## src/rtl/edsac_tank_pkg.sv

```systemverilog
// Shared timing constants, FSM state encoding and rack decode helper for the tank distribution unit.
package edsac_tank_pkg;

  localparam int DIGITS_PER_MINOR = 18;
  localparam int MINORS_PER_MAJOR = 32;
  localparam int NUM_RACKS        = 8;

  localparam logic [4:0] DIGIT_LAST = 5'(DIGITS_PER_MINOR - 1);
  localparam logic [4:0] MINOR_LAST = 5'(MINORS_PER_MAJOR - 1);

  typedef enum logic [1:0] {
    IDLE,
    WAIT_SLOT,
    ACTIVE,
    DONE
  } tdu_state_e;

  function automatic logic [NUM_RACKS-1:0] rack_onehot(input logic [2:0] rack);
    logic [NUM_RACKS-1:0] v;
    v       = '0;
    v[rack] = 1'b1;
    return v;
  endfunction

endpackage

```

## src/rtl/tank_timing_counter.sv

```systemverilog
// Free-running digit (0..17) / minor-cycle (0..31) position counter; one digit per clock.
module tank_timing_counter
  import edsac_tank_pkg::*;
(
  input  logic       clk,
  input  logic       rst_n,
  output logic [4:0] o_digit_cnt,
  output logic [4:0] o_minor_cnt,
  output logic       o_digit_last
);

  logic [4:0] r_digit;
  logic [4:0] r_minor;

  always_ff @(posedge clk or negedge rst_n) begin
    if (!rst_n) begin
      r_digit <= '0;
      r_minor <= '0;
    end else if (r_digit == DIGIT_LAST) begin
      r_digit <= '0;
      r_minor <= (r_minor == MINOR_LAST) ? 5'd0 : r_minor + 5'd1;
    end else begin
      r_digit <= r_digit + 5'd1;
    end
  end

  assign o_digit_cnt  = r_digit;
  assign o_minor_cnt  = r_minor;
  assign o_digit_last = (r_digit == DIGIT_LAST);

endmodule

```

## src/rtl/tank_distribution_unit.sv

```systemverilog
// Opens one rack's tank input/output gate for the minor cycle holding the addressed word.
// Optional feature: define TDU_LONG_WORD_EN for two-minor-cycle long-word windows (acc_addr[0]=1).
module tank_distribution_unit
  import edsac_tank_pkg::*;
(
  input  logic       clk,
  input  logic       rst_n,
  input  logic       acc_req,
  input  logic       acc_wr,
  input  logic [9:0] acc_addr,
  input  logic       acc_abort,
  output logic       rack_f7_pos,
  output logic       rack_f7_neg,
  output logic       rack_f8_pos,
  output logic       rack_f8_neg,
  output logic [7:0] rack_t_in,
  output logic [7:0] rack_t_out,
  output logic       busy,
  output logic       done,
  output logic [4:0] digit_cnt,
  output logic [4:0] minor_cnt
);

  tdu_state_e r_state;
  tdu_state_e w_state_nxt;

  logic [4:0] r_word;
  logic [4:0] r_last_minor;
  logic [2:0] r_rack;
  logic [1:0] r_tank;
  logic       r_wr;

  logic [4:0] w_digit;
  logic [4:0] w_minor;
  logic [4:0] w_minor_inc;
  logic       w_digit_last;
  logic       w_accept;
  logic       w_slot_next;
  logic       w_window_end;
  logic [4:0] w_tgt_word;
  logic [7:0] w_gate;

  tank_timing_counter u_timing (
    .clk          (clk),
    .rst_n        (rst_n),
    .o_digit_cnt  (w_digit),
    .o_minor_cnt  (w_minor),
    .o_digit_last (w_digit_last)
  );

`ifdef TDU_LONG_WORD_EN
  assign w_tgt_word = acc_addr[0] ? {acc_addr[4:1], 1'b0} : acc_addr[4:0];
`else
  assign w_tgt_word = acc_addr[4:0];
`endif

  assign w_accept     = (r_state == IDLE) && acc_req;
  assign w_minor_inc  = w_minor + 5'd1;
  // Enter the window on the edge that moves the counters onto (word, 0).
  assign w_slot_next  = w_digit_last && (w_minor_inc == r_word);
  // The last window minor equals the raw word field in both short and long modes.
  assign w_window_end = w_digit_last && (w_minor == r_last_minor);

  always_ff @(posedge clk or negedge rst_n) begin
    if (!rst_n) begin
      r_word       <= '0;
      r_last_minor <= '0;
      r_rack       <= '0;
      r_tank       <= '0;
      r_wr         <= 1'b0;
    end else if (w_accept) begin
      r_word       <= w_tgt_word;
      r_last_minor <= acc_addr[4:0];
      r_rack       <= acc_addr[9:7];
      r_tank       <= acc_addr[6:5];
      r_wr         <= acc_wr;
    end
  end

  always_ff @(posedge clk or negedge rst_n) begin
    if (!rst_n) begin
      r_state <= IDLE;
    end else begin
      r_state <= w_state_nxt;
    end
  end

  always_comb begin
    w_state_nxt = r_state;
    case (r_state)
      IDLE: begin
        if (acc_req) w_state_nxt = WAIT_SLOT;
      end
      WAIT_SLOT: begin
        if (acc_abort)        w_state_nxt = IDLE;
        else if (w_slot_next) w_state_nxt = ACTIVE;
      end
      ACTIVE: begin
        if (acc_abort)         w_state_nxt = IDLE;
        else if (w_window_end) w_state_nxt = DONE;
      end
      DONE: begin
        w_state_nxt = IDLE;
      end
      default: begin
        w_state_nxt = IDLE;
      end
    endcase
  end

  // Gates decode straight from the state register so an async reset drops them at once.
  assign w_gate      = (r_state == ACTIVE) ? rack_onehot(r_rack) : 8'h00;
  assign rack_t_in   = r_wr ? w_gate : 8'h00;
  assign rack_t_out  = r_wr ? 8'h00 : w_gate;

  assign busy        = (r_state != IDLE);
  assign done        = (r_state == DONE);
  assign rack_f7_pos = busy & r_tank[0];
  assign rack_f8_pos = busy & r_tank[1];
  assign rack_f7_neg = ~rack_f7_pos;
  assign rack_f8_neg = ~rack_f8_pos;

  assign digit_cnt   = w_digit;
  assign minor_cnt   = w_minor;

endmodule
```

## config.mk

```make
export PLATFORM = sky130hd
export DESIGN_NAME = tank_distribution_unit
export DESIGN_NICKNAME = d
export VERILOG_FILES = /design/src/rtl/edsac_tank_pkg.sv /design/src/rtl/tank_timing_counter.sv /design/src/rtl/tank_distribution_unit.sv
export SDC_FILE = /design/constraint.sdc
export NUM_CORES = 1
export LEC_CHECK = 0
export CELL_PAD_IN_SITES_DETAIL_PLACEMENT = 1
export CELL_PAD_IN_SITES_GLOBAL_PLACEMENT = 1
export CORE_MARGIN = 2
export CORE_UTILIZATION = 32
export DETAILED_ROUTE_END_ITERATION = 8
export GPL_ROUTABILITY_DRIVEN = 0
export PLACE_DENSITY_LB_ADDON = 0.1
export SYNTH_ARGS = -nofsm -noshare
export SYNTH_HDL_FRONTEND = slang
export SYNTH_SLANG_ARGS = --single-unit
export TNS_END_PERCENT = 30
```

## constraint.sdc

```tcl
create_clock -name clk -period 2.6 [get_ports clk]
set_input_delay 0.26 -clock clk [delete_from_list [all_inputs] [get_ports clk]]
set_output_delay 0.26 -clock clk [all_outputs]
set_load 0.05 [all_outputs]
```

Word-level counts from Yosys, hierarchy flattened

Index checks and enable logic that the tools add are counted.

Bits in registers: 23
Output and inout bits: 32
Logic and storage cells: 45

$add $sub $neg: 2
$lt $le $gt $ge: 2
Equality and inequality tests: 10
Muxes and demuxes: 13
Bitwise gates (word level): 4
Reduce and logical (&&, ||, !) cells: 7

Operators with widths:

| kind                                                              | count |
|---|---|
| 2-to-1 mux 8 bit                                                  | 3 |
| adder 5 x 1 -> 5 bit, second input constant                       | 2 |
| == test 5 bit                                                     | 2 |
| == test 5 bit, second input constant                              | 2 |
| 2-to-1 mux 2 bit                                                  | 5 |
| 2-to-1 mux 5 bit                                                  | 2 |
| one-hot mux 2 bit (4 select lines)                                | 1 |
| != test 3 bit, second input constant                              | 2 |
| == test 2 bit, second input constant                              | 2 |
| logical AND 1 bit                                                 | 4 |
| less-than comparator 3 x 4 -> 1 bit, second input constant        | 1 |
| demux 1 bit (select 3 bit)                                        | 1 |
| greater-or-equal comparator 3 x 1 -> 1 bit, second input constant | 1 |
| AND reduction 3 bit                                               | 1 |
| bitwise AND 1 bit                                                 | 2 |
| == test 2 x 1 -> 1 bit, second input constant                     | 1 |
| logical NOT 2 bit                                                 | 1 |
| != test 2 bit, second input constant                              | 1 |
| inverter 1 bit                                                    | 2 |
| nonzero test 2 bit                                                | 1 |
| 2-to-1 mux 1 bit                                                  | 1 |

Logic depth before layout (Yosys ltp)

Depth in word-level cells: 6
Gate-level depth with buffers: 7

Hierarchy

From an unflattened synthesis, not the netlist that was laid out.

Cell total of the unflattened synthesis: 134
Area, all modules: 1355.0 sq um

By module, submodules not included:

| module                 | instances | cells an instance | area each (sq um) |
|---|---|---|---|
| tank_distribution_unit | 1         | 89                | 838.3 |
| tank_timing_counter    | 1         | 45                | 516.7 |

Worst setup path before layout

OpenSTA, ideal clock, no wires.

Kind: reg2out
Start: reg r_state[1]
End: out rack_t_out[0]
Data arrival time: 2172 ps
Required time: 2340 ps
Slack: 168 ps
Cell stages (with the launch flop): 4
Path buffers: 0
Cell sequence: dfrtp_1 -> nor2b_1 -> nand2b_1 -> nor4_1

Word-level cells in the longest chain between the ends: 3

Ends and longest elaborated chain:

| element                  | RTL line                      | source |
|---|---|---|
| start: declaration       | tank_distribution_unit.sv:24  | `tdu_state_e r_state;` |
| start signal: assignment | tank_distribution_unit.sv:84  | `r_state <= w_state_nxt;` |
| == test 2 bit            | tank_distribution_unit.sv:112 | `assign w_gate = (r_state == ACTIVE) ? rack_onehot(r_rack) : 8'h00;` |
| 2-to-1 mux 8 bit         | tank_distribution_unit.sv:112 |  |
| 2-to-1 mux 8 bit         | tank_distribution_unit.sv:114 | `assign rack_t_out = r_wr ? 8'h00 : w_gate;` |
| end: declaration         | tank_distribution_unit.sv:17  | `output logic [7:0] rack_t_out,` |

Every way passes these cells.

Worst setup path in the final report

Start: reg r_state[1]
End: out rack_t_out[2]

The elaborated chain is that of the path after synthesis.

==> metrics.csv <==
stage,metric,value,unit
final_layout,final_common_cell,clkdlybuf4s50_1,
detailed_routing,vias,1124,
timing,rsz0062_at_grt,no,
floorplan,io_pins,47,
power_and_ir_drop,p_leak,0.777,nW
timing,worstMarginPinSlew,0.553,ns
yosys,synthFlopType,dfrtp_1,
detailed_routing,drtIter0Drc,25,
floorplan,core,3740,µm²
final_layout,mostFrequentLayoutCells,"clkdlybuf4s50_1, dfrtp_1, nor2_1, nand2_1",
detailed_routing,dr.pass1.iters,4,
timing,timing.final.crit_share,0.922,
clock_network,cts.sinks,23,
global_route,grt_first_pass_wirelength,5.57,mm
global_route,grt_antenna_before_repair,0,
place,dp_hpwl,2.56,mm
clock_network,holdBufCountCts,0,
timing,finalHoldWorstSlack,0.345,ns
timing,slew_violations,0,
final_layout,area_growth,43.8,%
yosys,ys_ff_latch,23,
timing,max_freq,0.417,GHz
power_and_ir_drop,p_per_area,503,nW/µm²
timing,fin_setup_tns,0,ns
global_route,grt_max_degree,24,
setup_path,crit_slowest_cell,clkdlybuf4s50_1,
floorplan,start_util,0.340,
final_layout,drive_gt1_frac,0.0514,
global_route,globalRouteOverflowTotal,0,
detailed_routing,antenna_left,0,
floorplan,num_rows,22,
clock_network,cts_tree,yes,
detailed_routing,viasPerCell,5.04,
place,port_buffers,46,
yosys,ys_async_sr_fraction,1.00,
global_route,grt_util_all_layers,0.164,
yosys,syn_avg_cell_area,9.95,µm²
timing,max_slew_margin,0.631,
timing,finalSetupViolCount,0,
detailed_routing,wl_per_cell,14.5,µm
final_layout,antennaDiodeCount,0,
setup_path,r2r-start,u_timing.o_minor_cnt[0]$_DFFE_PN0N_,
setup_path,critPathCaptureType,primary output,
floorplan,die_h,67.1,µm
floorplan,die_area,4500,µm²
setup_path,path_class,reg2out,
setup_path,start_kind,flop,
final_layout,nets,195,
job,maxCapViolCount,0,
timing,hold_viol,0,
clock_network,root_buffer,clkbuf_8,
global_route,grt_pass1_vias,1182,
setup_path,critPathMaxStageDelay,0.84,ns
clock_network,cts-htree-levels,1,
yosys,synthesis.area,1270,µm²
setup_path,required,2.34,ns
setup_path,crit_chain,nor2b_1 -> nand2b_1 -> nor3_1 -> clkdlybuf4s50_1,
yosys,ys_warn_count,0,
yosys,synth_edf_count,0,
worst_hold_path,hold_class,in2async,
detailed_routing,wl,3.23,mm
clock_network,clk_pin_slew,0.08,ns
timing,skew,0.00106,ns
floorplan,die_w,67.1,µm
setup_path,cp_data_arrival_time,2.14,ns
yosys,ys_types,31,
yosys,synthCells,128,
yosys,syn_nets,147,
setup_path,cp-startpoint,r_state[1]$_DFFE_PN0P_,
yosys,ys_seq_area_frac,0.452,
outcome,status,"complete, no violations",
detailed_routing,drcViolationCount,0,
clock_network,clock_latency,0.26,ns
clock_network,cts_buffers,3,
clock_network,cts_max_path_buffers,2,
setup_path,critPathMaxFanout,5,
timing,period_minus_slack,2.40,ns
power_and_ir_drop,ir_drop,0.000220,V
==> power breakdown <==
| part | internal (W) | leakage (nW) | switching [W] |
|---|---|---|---|
| Sequential | 0.000403 | 0.274 | 0.0000581 |
| Combinational | 0.000102 | 0.478 | 0.000134 |
| Clock | 0.000107 | 0.0255 | 0.000118 |
| Total | 0.000612 | 0.777 | 0.000310 |
==> worst max-delay path: cells and delay by family, from the launching register on <==
kind | cells | cell delay, ns
simple gates | 3 | 0.64
flops | 1 | 0.39
buf+inv | 1 | 0.84
==> metal layers <==
layer | vias up | GRT usage | wire (µm)
met5 | - | 0 | 0
met4 | 0 | 0.0459 | 25
met3 | 4 | 0.0270 | 163
met2 | 34 | 0.303 | 1700
met1 | 550 | 0.192 | 1340
li1 | 536 | - | -
==> cell usage after synthesis (3+ instances only) <==
cell | n | area (µm²)
inv_1 | 4 | 15.0
dfrtp_1 | 23 | 576
nand3_1 | 6 | 30.0
nand2b_1 | 5 | 31.3
nor4_1 | 3 | 18.8
nand2_1 | 13 | 48.8
a21oi_1 | 3 | 15.0
xor2_1 | 5 | 43.8
xnor2_1 | 6 | 52.6
nor3_1 | 10 | 50.1
mux2_1 | 10 | 113
nor2_1 | 13 | 48.8
ha_1 | 4 | 50.1
==> area by class of cell <==
class                           instances  area [µm²]
Fill cell                             435        1910
Multi-Input combinational cell         97         659
Sequential cell                        23         576
Timing Repair Buffer                   47         475
Tap cell                               48        60.1
Clock buffer                            3        41.3
Inverter                                4        15.0
Clock inverter                          1        5.00
==> state kept, by name, summed over array words and instances, names as in the netlist <==
register,flops
r_last_minor,5
u_timing.o_digit_cnt,5
u_timing.o_minor_cnt,5
r_rack,3
r_state,2
r_tank,2
r_wr,1
==> final timing paths <==
kind | endpoint | slack [ns] | depth (start not counted)
setup reg to reg | r_state[0]$_DFFE_PN0P_ | 0.45 | 7
hold / removal | u_timing.o_minor_cnt[4]$_DFFE_PN0N_ | 0.35 | 2
min in group clk | r_tank[0]$_DFFE_PN0P_ | 0.49 | 1
setup / recovery | rack_t_out[2] | 0.20 | 4
max in group asynchronous | r_tank[0]$_DFFE_PN0P_ | 2.03 | 2
hold reg to reg | r_tank[0]$_DFFE_PN0P_ | 0.49 | 1
==> cells by family after synthesis <==
logic type,share of synthesized area
and+or+nand+nor,0.263
DFF,0.452
muxes,0.106
xor gates and xnor gates,0.0756
AOI/OAI and AO/OA,0.0334
buffers and inverters,0.0304
adders and majority gates,0.0393
==> through the flow <==
| step | util | worst slack (ns) | instance area, µm² | power, W | std cells |
|---|---|---|---|---|---|
| after global placement | 0.475 | 0.488 | 1780 | 0.000697 | 219 |
| after CTS | 0.487 | 0.107 | 1820 | 0.000935 | 223 |
| after global routing | 0.489 | 0.0105 | 1830 | 0.000981 | 223 |
| final | 0.489 | 0.203 | 1830 | 0.000922 | 223 |
| after floorplan | - | 0.168 | 1270 | 0.000616 | 128 |
| after detailed placement | 0.475 | 0.410 | 1780 | 0.000705 | 219 |
==> repair_timing <==
| action | in CTS | in global routing |
|---|---|---|
| resized for setup | 0 | 3 |
| buffers inserted | 0 | 0 |
| hold endpoints to repair | 0 | 0 |
| endpoints found under the setup margin | 0 | 3 |
Power figures use the tool's default switching activity.
==> variant: new RTL, same flow settings <==
`NUM_RACKS`: 8 -> 4.
--- a/src/rtl/edsac_tank_pkg.sv
+++ b/src/rtl/edsac_tank_pkg.sv
@@ -5,3 +5,3 @@
   localparam int MINORS_PER_MAJOR = 32;
-  localparam int NUM_RACKS        = 8;
+  localparam int NUM_RACKS        = 4;
 
Function: same outputs for any inputs over 10 cycles, from zero or initial values and one cycle with rst_n low; that may be too few to reach the edited logic, so the function may still have changed.
==> variant against the original RTL <==
  * Sequential power decreased by 3%
  * Setup slack worse by 0.072 ns
  * Maximum frequency is 2.9% lower
  * Core utilization decreased by 2.8 points
  * Via count down 11%
  * Non-clock buffer count is 7 lower
  * Sequential cell count stayed put
  * Total power down 1.1%
  * Area after synthesis shrank 0.98%
  * Design area fell by 6.4%
  * Wire length decreased by 11%
  * Combinational power rose by 4%
==> variant: results (changes against the original RTL) <==
First-pass GRT wire length -> 4.878 mm (was 5.568 mm)
Status -> finished, final reports clean (unchanged)
Layout cells sized above 1 -> 4.908% (was 5.143%)
Post-synthesis xor/xnor area fraction -> 7.639% (was 7.564%)
Met2 Track Usage GR -> 24.88% (was 30.32%)
TritonRoute pass-1 iters -> 2 (was 4)
GR Util met3 -> 4.561% (was 2.703%)
Post-synthesis sequential area ratio -> 45.63% (was 45.19%)
Fraction of area in multi-input gates -> 36.20% (was 36.00%)
Setup Skew -> 0.0007482 ns (was 0.001058 ns)
Multi-input gates -> 92 (was 97)
Starting DRT DRC Count -> 33 (was 25)
Complex-gate fraction of the synthesized area -> 3.968% (was 3.340%)
Gate Count Post-Synth -> 123 (was 128)
Nonclk buf count -> 40 (was 47)
Vias after detailed routing -> 1001 (was 1124)
CP max FO -> 4 (was 5)
Sw Pwr -> 0.0003014 W (was 0.0003104 W)
Post-synthesis mux area share -> 10.71% (was 10.61%)
Final nets -> 183 (was 195)
Total track usage -> 15.01% (was 16.38%)
Crit. Startpoint -> r_state[0] (was r_state[1])
HPWL after detailed placement -> 2.258 mm (was 2.561 mm)
Leakage Power -> 0.7319 nW (was 0.7775 nW)
CP arrival -> 2.21 ns (was 2.14 ns)
IO Port Bufs -> 38 (was 46)
DR WL/cell -> 13.63 um (was 14.48 um)
Met3 Wirelength -> 161 um (was 163 um)
# clk buffers -> 4 (was 3)
Non-clock buffering overhead -> 23.21% (was 25.96%)
Fill count -> 434 (was 435)
Cells after DPL -> 207 (was 219)
Synth top area cells -> dfrtp_1, mux2_1, buf_4 (was dfrtp_1, mux2_1, xnor2_1)
GR Layer Usage met1 -> 18.24% (was 19.16%)
Maximum VDD drop -> 304.6 uV (was 219.6 uV)
M1 WL -> 1.281 mm (was 1.339 mm)
-- variant: cell count changes in the layout (fill, tap and decap cells not counted), moves of 3 or more --
cell,before,now
clkdlybuf4s50_1,43,37
nand3_1,6,3
conb_1,0,8
nor3_1,10,6
-- variant: critical path: cells and delay by family, from the launching register on --
kind                   cells  cell delay, ns
buffers and inverters      1            0.82
AND/OR/NAND/NOR            3            0.72
flip-flops                 1            0.40
-- variant: stage by stage --
stage | power, W | area [um^2] | setup WS [ns] | hold WS (ns)
3_5_place_dp | 0.0007006 | 1667 | 0.3202 | 0.4848
2_1_floorplan | 0.0006205 | 1287 | 0.2077 | -0.03559
5_1_grt | 0.0009719 | 1714 | 0.01190 | 0.3768
3_3_place_gp | 0.0006910 | 1667 | 0.4056 | 0.4687
4_1_cts | 0.0009274 | 1712 | 0.07621 | 0.3583
6_report | 0.0009125 | 1714 | 0.1311 | 0.3431
